**src/rtl/cpu_types_pkg.sv**
```systemverilog
// Shared CPU-side types for the memory dump engine and Intel-HEX helpers.
// Holds the dump FSM encoding and the record constants.
package cpu_types_pkg;

    typedef logic [31:0] word_t;

    typedef enum logic [2:0] {
        IDLE,
        REQ,
        EMIT,
        EOF,
        DONE
    } dump_state_t;

    localparam logic [7:0] IHEX_DATA_LEN   = 8'h04;
    localparam logic [7:0] IHEX_EOF_CHKSUM = 8'hFF;

    typedef struct packed {
        logic [15:0] index;
        word_t       data;
        logic [7:0]  chksum;
    } ihex_rec_t;

endpackage

```
**src/rtl/ihex_checksum.sv**
```systemverilog
// Intel-HEX checksum of a 4-byte data record at a 16-bit word index.
// Two's complement of the byte sum, record type 00.
module ihex_checksum
    import cpu_types_pkg::*;
(
    input  logic [15:0] index,
    input  word_t       data,
    output logic [7:0]  chksum
);

    logic [10:0] sum;

    always_comb begin
        sum = 11'(IHEX_DATA_LEN)
            + 11'(index[15:8])
            + 11'(index[7:0])
            + 11'(data[31:24])
            + 11'(data[23:16])
            + 11'(data[15:8])
            + 11'(data[7:0]);
        chksum = 8'(11'h100 - sum);
    end

endmodule

```
**src/rtl/mem_dump_engine.sv**
```systemverilog
// Walks memory through the caches_if data port and streams every
// (non-zero) word as an Intel-HEX data record, then one EOF record.
module mem_dump_engine
    import cpu_types_pkg::*;
#(
    parameter int WORDS     = 16384,
    parameter bit SKIP_ZERO = 1'b1
) (
    input  logic        CLK,
    input  logic        nRST,
    input  logic        start,
    output logic        busy,
    output logic        done,
    output logic        dREN,
    output logic        dWEN,
    output word_t       daddr,
    output word_t       dstore,
    input  logic        dwait,
    input  word_t       dload,
    output logic        rec_valid,
    input  logic        rec_ready,
    output logic        rec_last,
    output logic [15:0] rec_index,
    output word_t       rec_data,
    output logic [7:0]  rec_chksum
);

    localparam logic [15:0] LAST_IDX = 16'(WORDS - 1);

    localparam ihex_rec_t EOF_REC = '{
        index:  16'h0000,
        data:   32'h0000_0000,
        chksum: IHEX_EOF_CHKSUM
    };

    dump_state_t state_q, state_d;
    logic [15:0] idx_q, idx_d;
    ihex_rec_t   rec_q, rec_d;
    logic [7:0]  ck;
    logic        last_word;

    ihex_checksum u_ck (
        .index  (idx_q),
        .data   (dload),
        .chksum (ck)
    );

    assign last_word = (idx_q == LAST_IDX);

    always_ff @(posedge CLK or negedge nRST) begin
        if (!nRST) begin
            state_q <= IDLE;
            idx_q   <= '0;
            rec_q   <= '0;
        end else begin
            state_q <= state_d;
            idx_q   <= idx_d;
            rec_q   <= rec_d;
        end
    end

    always_comb begin
        state_d = state_q;
        idx_d   = idx_q;
        rec_d   = rec_q;
        unique case (state_q)
            IDLE: begin
                if (start) begin
                    state_d = REQ;
                    idx_d   = '0;
                end
            end
            REQ: begin
                if (!dwait) begin
                    if (SKIP_ZERO && (dload == '0)) begin
                        if (last_word) begin
                            state_d = EOF;
                            rec_d   = EOF_REC;
                        end else begin
                            idx_d = idx_q + 16'd1;
                        end
                    end else begin
                        state_d      = EMIT;
                        rec_d.index  = idx_q;
                        rec_d.data   = dload;
                        rec_d.chksum = ck;
                    end
                end
            end
            EMIT: begin
                if (rec_ready) begin
                    if (last_word) begin
                        state_d = EOF;
                        rec_d   = EOF_REC;
                    end else begin
                        state_d = REQ;
                        idx_d   = idx_q + 16'd1;
                    end
                end
            end
            EOF: begin
                if (rec_ready) begin
                    state_d = DONE;
                end
            end
            DONE: begin
                state_d = IDLE;
            end
            default: begin
                state_d = IDLE;
            end
        endcase
    end

    // All outputs decode straight from registered state.
    assign dREN       = (state_q == REQ);
    assign dWEN       = 1'b0;
    assign dstore     = '0;
    assign daddr      = dREN ? {14'b0, idx_q, 2'b00} : '0;
    assign rec_valid  = (state_q == EMIT) || (state_q == EOF);
    assign rec_last   = (state_q == EOF);
    assign rec_index  = rec_q.index;
    assign rec_data   = rec_q.data;
    assign rec_chksum = rec_q.chksum;
    assign busy       = (state_q == REQ) || (state_q == EMIT)
                     || (state_q == EOF);
    assign done       = (state_q == DONE);

endmodule

```
**config.mk**
```make
export PLATFORM = sky130hd
export DESIGN_NAME = mem_dump_engine
export DESIGN_NICKNAME = d
export VERILOG_FILES = /design/src/rtl/cpu_types_pkg.sv /design/src/rtl/ihex_checksum.sv /design/src/rtl/mem_dump_engine.sv
export SDC_FILE = /design/constraint.sdc
export NUM_CORES = 1
export LEC_CHECK = 0
export CELL_PAD_IN_SITES_DETAIL_PLACEMENT = 0
export CELL_PAD_IN_SITES_GLOBAL_PLACEMENT = 1
export CORE_ASPECT_RATIO = 1.25
export CORE_MARGIN = 4
export CORE_UTILIZATION = 37
export DETAILED_ROUTE_END_ITERATION = 8
export PLACE_DENSITY_LB_ADDON = 0.1
export REMOVE_ABC_BUFFERS = 1
export SLEW_MARGIN = 20
export SYNTH_ARGS = -nofsm -noshare
export SYNTH_HDL_FRONTEND = slang
export SYNTH_SLANG_ARGS = --single-unit
```
**constraint.sdc**
```tcl
create_clock -name CLK -period 10.1 [get_ports CLK]
set_clock_uncertainty 0.05 [all_clocks]
set_input_delay 1.515 -clock CLK [delete_from_list [all_inputs] [get_ports CLK]]
set_output_delay 1.515 -clock CLK [all_outputs]
set_load 0.05 [all_outputs]
```
---- Word-level counts from Yosys, hierarchy flattened ----
Index checks and enable logic that the tools add are counted.
storage, ports and cells
  output and inout bits ................... 126
  input port bits ......................... 37
  flip-flop bits (word level) ............. 75
  logic and storage cells ................. 54
operators by class
  add/subtract/negate cells ............... 8
  eq/ne operators ......................... 11
  multiplexer cells ....................... 20
  reduce and logical (&&, ||, !) cells .... 10
operators by type and width
  cell                                                               count
  56-bit two-way mux                                                 4
  56-bit one-hot mux with 2 select lines                             1
  16-bit two-way mux                                                 5
  16-bit one-hot mux with 3 select lines                             1
  8-bit adder                                                        5
  32-bit zero test                                                   1
  18-bit two-way mux                                                 1
  3-bit two-way mux                                                  6
  16-bit by 1-bit adder with 16-bit output, second input constant    1
  16-bit by 14-bit == test with 1-bit output, second input constant  1
  3-bit one-hot mux with 4 select lines                              1
  5-bit AND reduction                                                2
  3-bit by 8-bit adder with 8-bit output, first input constant       1
  2-bit inequality test, second input constant                       4
  1-bit by 8-bit subtractor with 8-bit output, first input constant  1
  3-bit by 2-bit == test with 1-bit output, second input constant    2
  3-bit by 1-bit == test with 1-bit output, second input constant    1
  3-bit == test, second input constant                               1
  3-bit zero test                                                    1
  1-bit logical OR                                                   3
  3-bit inequality test, second input constant                       1
  3-bit AND reduction                                                1
  3-bit nonzero test                                                 1
  2-bit two-way mux                                                  1
  2 further kinds                                                    2

---- Logic depth before layout (Yosys ltp) ----
Gate-level depths: netlist of run 1.
  word-level depth ........................ 10
  mapped depth ............................ 14
  depth with buffers taken out ............ 14

---- Cells and area by module ----
Synthesis of run 1 repeated with hierarchy kept, for this count alone.
second synthesis, totals
  cells, all modules ...................... 472
  area, all modules ....................... 4885.9 sq um
by module, submodules not included
  module           area each (sq um)  seq. area each (sq um)  cells each  times used
  mem_dump_engine  3779.9             1876.8                  344         1
  ihex_checksum    1106.1             0.0                     128         1

---- Worst setup path after synthesis of run 1 ----
Ideal clock, no wire load.
  kind .................................... in2reg
  start point ............................. input dload[1]
  end point ............................... register rec_q, in the netlist rec_chksum[7]
  library setup time ...................... 0.080 ns
  path buffers ............................ 0
  setup slack ............................. 5.531 ns
  arrival ................................. 4.439 ns
  stages .................................. 14
  cell sequence ........................... fa_1 -> inv_1 -> fa_1 -> inv_1 -> fa_1 -> inv_1 -> ha_1 -> fa_1 -> a21oi_1 -> nor2_1 -> nor2_1 -> o21ai_0 -> xnor2_1 -> a2bb2oi_1
on the way
  word-level cells in the longest chain between the ends .. 5
  elaborated cells between the ends (all ways) .. 6
  those cells by class .................... add/sub (2); mux (3); reduce/logical (1)
RTL lines
  element                                      line                   text
  start, declared                              mem_dump_engine.sv:19  input word_t dload,
  8-bit adder                                  ihex_checksum.sv:20    + 11'(data[7:0]);
  1-bit by 8-bit subtractor with 8-bit output  ihex_checksum.sv:21    chksum = 8'(11'h100 - sum);
  56-bit two-way mux (*)                       mem_dump_engine.sv:75  if (SKIP_ZERO && (dload == '0)) begin
  56-bit two-way mux (*)                       mem_dump_engine.sv:74  if (!dwait) begin
  56-bit one-hot mux with 2 select lines (*)   mem_dump_engine.sv:66  unique case (state_q)
  end signal, assigned                         mem_dump_engine.sv:58  rec_q <= rec_d;
  end, declared                                mem_dump_engine.sv:38  ihex_rec_t rec_q, rec_d;
Every way passes the cells marked *; elsewhere a longest branch is shown, timed or not. The select of a mux whose other input is x is not followed.
A chain may end at the register's enable or synchronous reset.

---- Final worst setup path of run 1 ----
Same ends and word-level chain as after synthesis.

==> results of run 1 <==
cell type report:
cell class | instances | area share, %
clock buffer | 12 | 4.17
clock inverter | 4 | 1.18
inverter | 68 | 4.15
multi-input combinational | 301 | 37.4
sequential | 75 | 30.5
tap | 164 | 3.34
timing repair buffer | 117 | 19.2
layout by cell type, fill, tap and decap left out, drive strengths merged, types with 5 or more instances in the layout:
cell	instances
clkbuf	12
nor2	23
nand2	16
and3	9
xnor2	11
o21ai	14
conb	49
fa	27
nand3	9
inv	68
or3	6
buf	5
nor4	10
dfrtp	75
a21oi	13
and2	5
clkdlybuf4s50	112
o31ai	6
a22o	48
ha	9
or4	5
a2bb2oi	5
state kept, by name, indices dropped and copies added (netlist names):
signal and count:
rec_chksum 8, rec_index 16, idx_q 16, rec_data 32
state_q 3
Yosys cell counts, drive strengths merged (2+ instances only):
cell     instances  area share [%]
a21o             2            0.32
a21oi           13             1.4
a22o            48             8.9
a2bb2oi          5            0.93
and2             5            0.66
and3             9             1.2
buf             66             9.9
clkbuf           4            0.32
dfrtp           75              40
fa              27              11
ha               9             2.4
inv             68             5.4
nand2           16             1.3
nand2b           3            0.40
nand3            9            0.95
nand4            3            0.40
nor2            23             1.8
nor3             3            0.32
nor4            10             1.6
o211ai           4            0.74
o21ai           14             1.6
o22a             3            0.56
o22ai            3            0.40
o31ai            6            0.95
or3              6            0.79
or4              5            0.79
xnor2           11             2.0
xor2             4            0.74
routing by layer:
metal / GRT usage, % / vias to the layer above / part of all wire, %
met5: 0 / - / 0
met3: 2.84 / 16 / 4.7
met4: 6.81 / 0 / 2.0
met1: 23.3 / 1821 / 42
li1: - / 1702 / -
met2: 31.0 / 98 / 51
worst max path at each step:
stage,end
floorplan,rec_chksum[7]
global placement,rec_chksum[7]
detailed placement,rec_chksum[7]
CTS,rec_chksum[7]
global route,rec_chksum[7]
finish,rec_chksum[7]
stage by stage:
| step | instance area [um2] | worst slack, ns |
|---|---|---|
| floorplan | 4420 | 5.45 |
| global placement | 5790 | 4.88 |
| detailed placement | 5790 | 4.78 |
| CTS | 6120 | 5.11 |
| global route | 6140 | 4.87 |
| finish | 6140 | 5.11 |
cells by family after synthesis:
| family | after synthesis | share of synthesized area, % |
|---|---|---|
| AOI/OAI and AO/OA | 106 | 17.2 |
| xor gates and xnor gates | 15 | 2.78 |
| adders and majority gates | 36 | 13.8 |
| buffers and inverters | 138 | 15.6 |
| DFF | 75 | 39.7 |
| muxes | 1 | 0.238 |
| other | 1 | 0.0793 |
| and+or+nand+nor | 94 | 10.6 |
power by group through the flow:
stage / logic, mW / registers, mW / clock network, mW
2_1_floorplan: 0.609 / 0.776 / 0
3_3_place_gp: 1.30 / 0.490 / 0
3_5_place_dp: 1.32 / 0.491 / 0
4_1_cts: 1.32 / 0.487 / 0.364
5_1_grt: 1.42 / 0.501 / 0.378
6_report: 1.31 / 0.486 / 0.357
==> metrics.txt, run 1 <==
GPL Wtd Cong 0.876; Port-buffer cells 113; Final Hold Viols 0; Vias/cell 4.91; # diodes 0; layout cell share with drive strength beyond 1 4.33%; First-pass DRT Iterations 4; initial antenna violation count 0; total gr overflow 0; non-filler cells in the finished layout 741; Peak supply drop 144 uV; Startpoint Class input pin; Worst-Skew Late Latency 0.34 ns; number of synthesized flops with an enable pin 0; Die X-Extent 109 um; DP HPWL 9750 um; sequential area share after synthesis 39.7%; Ys Warns 0; Slew Limit Fails 0; P_sw 1.05 mW; logic gate share of total power 60.8%; worst reg-to-reg setup slack 6.35 ns; asr flop ratio synth 100%; overall power 2.15 mW; Clock Path Buffers 2; H-tree Lvls 3; first-pass GRT wire length 20900 um; DR vias 3637; Max stage delay cell, worst path fa_1; drt total wl 13000 um; Top FF cell, synth dfrtp_1; largest net degree at the start of global routing 76; Global Route Usage Sum 18.3%; initial drt markers 128; setup bufs post-CTS 0; CTS root buf clkbuf_16; count of cell types in the netlist 46; storage element area 1880 um2; die footprint 14700 um2; Worst Hold Path EP rec_data[0]; clock period minus worst slack 4.99 ns; critical path peak fanout 3; DRC 0; Tightest Pin Transition 0.738 ns; Fillers 1133; Crit. Startpoint dload[1]; setup TNS 0 ns; Int Pwr 1.10 mW; initial core utilization 38.3%; Syn Inst Count 466; Worst EP required 10.26 ns; Switching Share 49.0%; final setup vio count 0; P_leak 2.81 nW; fmax 201 MHz; placed cell count 724; Final Hold Slack 0.445 ns; hold-critical path depth 1; Avg Cell Area, Syn 10.1 um2; buffer and inverter count on the worst path 4; critical path type in -> reg; delay-heaviest family, CP adder cells; wire per inst 17.5 um; hold_sp rec_data[0]; RSZ-0062 raised after global routing false; Hold Buf Count CTS 0; # resized after CTS 0; remaining antenna violation count after routing 0; clk slew on worst S/H paths 0.06 ns; FF-to-FF End rec_chksum[7]; Yosys reg bits 75; Tcrit/Tclk final 49.4%; Hold Crit Class reg -> reg; mapped cell area 4730 um2; power density over the cells 350 nW/um2; Slew headroom 50.8%; Area Overhead vs Synth 30.0%; worst reg2reg path depth 14; Sink Count 75; r2r startpoint idx_q[0]; CTS tree yes; critical path's largest stage delay 0.58 ns; crit path cell chain clkdlybuf4s50_1 > fa_1 > inv_1 > fa_1 > inv_1 > fa_1 > inv_1 > ha_1 > fa_1 > a21oi_1 > nor2_1 > nor2_1 > o21ai_0 > xnor2_1 > a2bb2oi_1; Reg power frac 22.6%; Max-Cap Viols 0; status completed; Multi-input gate area 2300 um2; Num CTS Buffers 9; Clk pwr share 16.6%; Die H 134 um; WP depth 15; top-level I/O count 163; vias in the first global route 3933; most used cell along the critical path fa_1; Crit. End Element flip-flop; row count 45; arrival time worst endpoint 5.14 ns; post-layout util 49.8%; Core Box Area 12300 um2; Final #Nets 645
Note: power is estimated with default switching activity, not from simulation.
==> run 2: changes to the inputs <==
--- a/config.mk
+++ b/config.mk
@@ -9,7 +9,7 @@
 export CELL_PAD_IN_SITES_GLOBAL_PLACEMENT = 1
 export CORE_ASPECT_RATIO = 1.25
 export CORE_MARGIN = 4
-export CORE_UTILIZATION = 37
+export CORE_UTILIZATION = 35
 export DETAILED_ROUTE_END_ITERATION = 8
 export PLACE_DENSITY_LB_ADDON = 0.1
 export REMOVE_ABC_BUFFERS = 1
==> constraint.sdc (replaced) <==
create_clock -name CLK -period 4.7 [get_ports CLK]
set_clock_uncertainty 0.05 [all_clocks]
set_input_delay 0.705 -clock CLK [delete_from_list [all_inputs] [get_ports CLK]]
set_output_delay 0.705 -clock CLK [all_outputs]
set_load 0.05 [all_outputs]
==> metrics.txt, run 2 (synthesis gave the netlist of run 1 again) <==
Max-Cap Viols 0 (unchanged); most common cell after layout, fill and taps aside clkdlybuf4s50_1 (unchanged); most used cell along the critical path fa_1 (unchanged); Vias/cell 4.88 (was 4.91); DRC 0 (unchanged); status completed (unchanged); P_sw 2.27 mW (was 1.05 mW); Slew headroom 51.0% (was 50.8%); power density over the cells 758 nW/um2 (was 350 nW/um2); wire per inst 17.8 um (was 17.5 um); post-layout util 46.6% (was 49.8%); setup bufs post-CTS 0 (unchanged); final worst setup slack 0.536 ns (was 5.11 ns); largest net degree at the start of global routing 76 (unchanged); Reg power frac 22.4% (was 22.6%); clk slew on worst S/H paths 0.06 ns (about the same); H-tree Lvls 3 (unchanged); Sink Count 75 (unchanged); DP HPWL 10100 um (was 9750 um); Hold Buf Count CTS 0 (unchanged); Placed Area 5810 um2 (was 5790 um2); Switching Share 48.5% (was 49.0%); Hold Crit Class in -> async (was reg -> reg); placed cell count 733 (was 724); Port-buffer cells 113 (unchanged); Global Route Usage Sum 17.3% (was 18.3%); Max stage delay cell, worst path fa_1 (unchanged); remaining antenna violation count after routing 0 (unchanged); commonest non-fill, non-tap cells in the layout clkdlybuf4s50_1, dfrtp_1, inv_1 (unchanged); Worst EP required 4.91 ns (was 10.26 ns); P_leak 2.81 nW (about the same); post-route cell area 6170 um2 (was 6140 um2); initial core utilization 35.7% (was 38.3%); Num CTS Buffers 9 (unchanged); max FFs per register 32 (unchanged); layout cell share with drive strength beyond 1 4.51% (was 4.33%); Die H 138 um (was 134 um); FF-to-FF End rec_chksum[7] (unchanged); CTS root buf clkbuf_16 (unchanged); Tcrit/Tclk final 88.6%; final setup vio count 0 (unchanged); Fillers 1291 (was 1133); Tightest Pin Transition 0.735 ns (was 0.738 ns); initial drt markers 134 (was 128); initial antenna violation count 0 (unchanged); critical path peak fanout 3 (unchanged); worst reg2reg path depth 13 (was 14); Area Overhead vs Synth 30.4% (was 30.0%); Final Hold Viols 0 (unchanged); GPL Wtd Cong 0.860 (was 0.876); CTS tree yes (unchanged); fmax 240 MHz; Crit. End Element flip-flop (unchanged); Die X-Extent 112 um (was 109 um); Peak supply drop 265 uV (was 144 uV); non-filler cells in the finished layout 748 (was 741); drt total wl 13300 um (was 13000 um); post-place setup slack 0.210 ns (was 4.78 ns); # resized after CTS 0 (unchanged); arrival time worst endpoint 4.37 ns (was 5.14 ns); clock period minus worst slack 4.16 ns; First-pass DRT Iterations 4 (unchanged); Core Box Area 13200 um2 (was 12300 um2); row count 47 (was 45); worst reg-to-reg setup slack 0.93 ns (was 6.35 ns); logic gate share of total power 60.0% (was 60.8%); Startpoint Class input pin (unchanged); crit path cell chain clkdlybuf4s50_1 > fa_1 > inv_1 > fa_1 > inv_1 > fa_1 > inv_1 > ha_1 > fa_1 > a21oi_1 > nor2_1 > nor2_1 > o21ai_0 > xnor2_1 > a2bb2oi_1 (unchanged); # diodes 0 (unchanged); first-pass GRT wire length 20900 um (about the same); top-level I/O count 163 (unchanged); DR vias 3652 (was 3637); Final #Nets 646 (was 645); Clk pwr share 17.6% (was 16.6%); Int Pwr 2.41 mW (was 1.10 mW); critical path's largest stage delay 0.57 ns (was 0.58 ns); r2r startpoint idx_q[10] (was idx_q[0]); RSZ-0062 raised after global routing false (unchanged); Clock Path Buffers 2 (unchanged); die footprint 15400 um2 (was 14700 um2); setup TNS 0 ns (unchanged); total gr overflow 0 (unchanged); Slew Limit Fails 0 (unchanged); critical path type in -> reg (unchanged); Worst-Skew Late Latency 0.34 ns (about the same); vias in the first global route 3770 (was 3933)
[run 2: cell count changes in the layout (fill, tap and decap cells not counted)]
| cell | delta |
|---|---|
| buf_16 | -1 |
| buf_4 | +1 |
| bufinv_16 | +1 |
| clkinv_2 | -1 |
| clkbuf_1 | -1 |
| buf_6 | +1 |
[run 2: worst max-delay path, delay by kind of cell]
kind,cells,cell delay [ns]
adders and majority gates,5,2.20
buffers and inverters,4,0.64
AOI/OAI and AO/OA,3,0.48
and+or+nand+nor,2,0.21
xor gates and xnor gates,1,0.14
[run 2: layout make-up]
class	instances	area [um2]	area share [%]
multi-input cells	301	2300	37.3
flip-flops and latches	75	1880	30.4
repair buffers	118	1170	19.0
inverters	68	255	4.14
clock buffers	11	253	4.10
well taps	171	214	3.47
clock inverters	4	97.6	1.58
[run 2: worst max-delay path by stage]
stage                     cells after the start  startpoint  slack, ns       endpoint
after floorplan                              14    dload[1]       0.86  rec_chksum[7]
after global placement                       15    dload[1]       0.28  rec_chksum[7]
after detailed placement                     15    dload[1]       0.21  rec_chksum[7]
after CTS                                    15    dload[1]       0.54  rec_chksum[7]
after global routing                         15    dload[1]       0.32  rec_chksum[7]
final                                        15    dload[1]       0.54  rec_chksum[7]
[run 2: power groups by stage]
| stage | Combinational, mW | Clock, mW | Sequential (mW) |
|---|---|---|---|
| after global routing | 3.03 | 0.863 | 1.08 |
| after floorplan | 1.31 | 0 | 1.67 |
| after detailed placement | 2.83 | 0 | 1.05 |
| after CTS | 2.85 | 0.839 | 1.05 |
| final | 2.81 | 0.822 | 1.05 |
| after global placement | 2.81 | 0 | 1.06 |
[run 2: metrics by stage]
step                hold slack [ns]  total power, mW
floorplan                     0.359             2.98
detailed placement            0.431             3.88
global placement              0.432             3.86
finish                        0.340             4.67
global route                  0.408             4.97
CTS                           0.453             4.73
[run 2: routing by layer]
metal | vias up | track usage (%) | part of all wire, %
met2 | 116 | 29.9 | 51
met4 | 0 | 5.88 | 1.8
met1 | 1816 | 21.8 | 42
met3 | 16 | 3.62 | 5.1
li1 | 1704 | - | -
met5 | - | 0 | 0
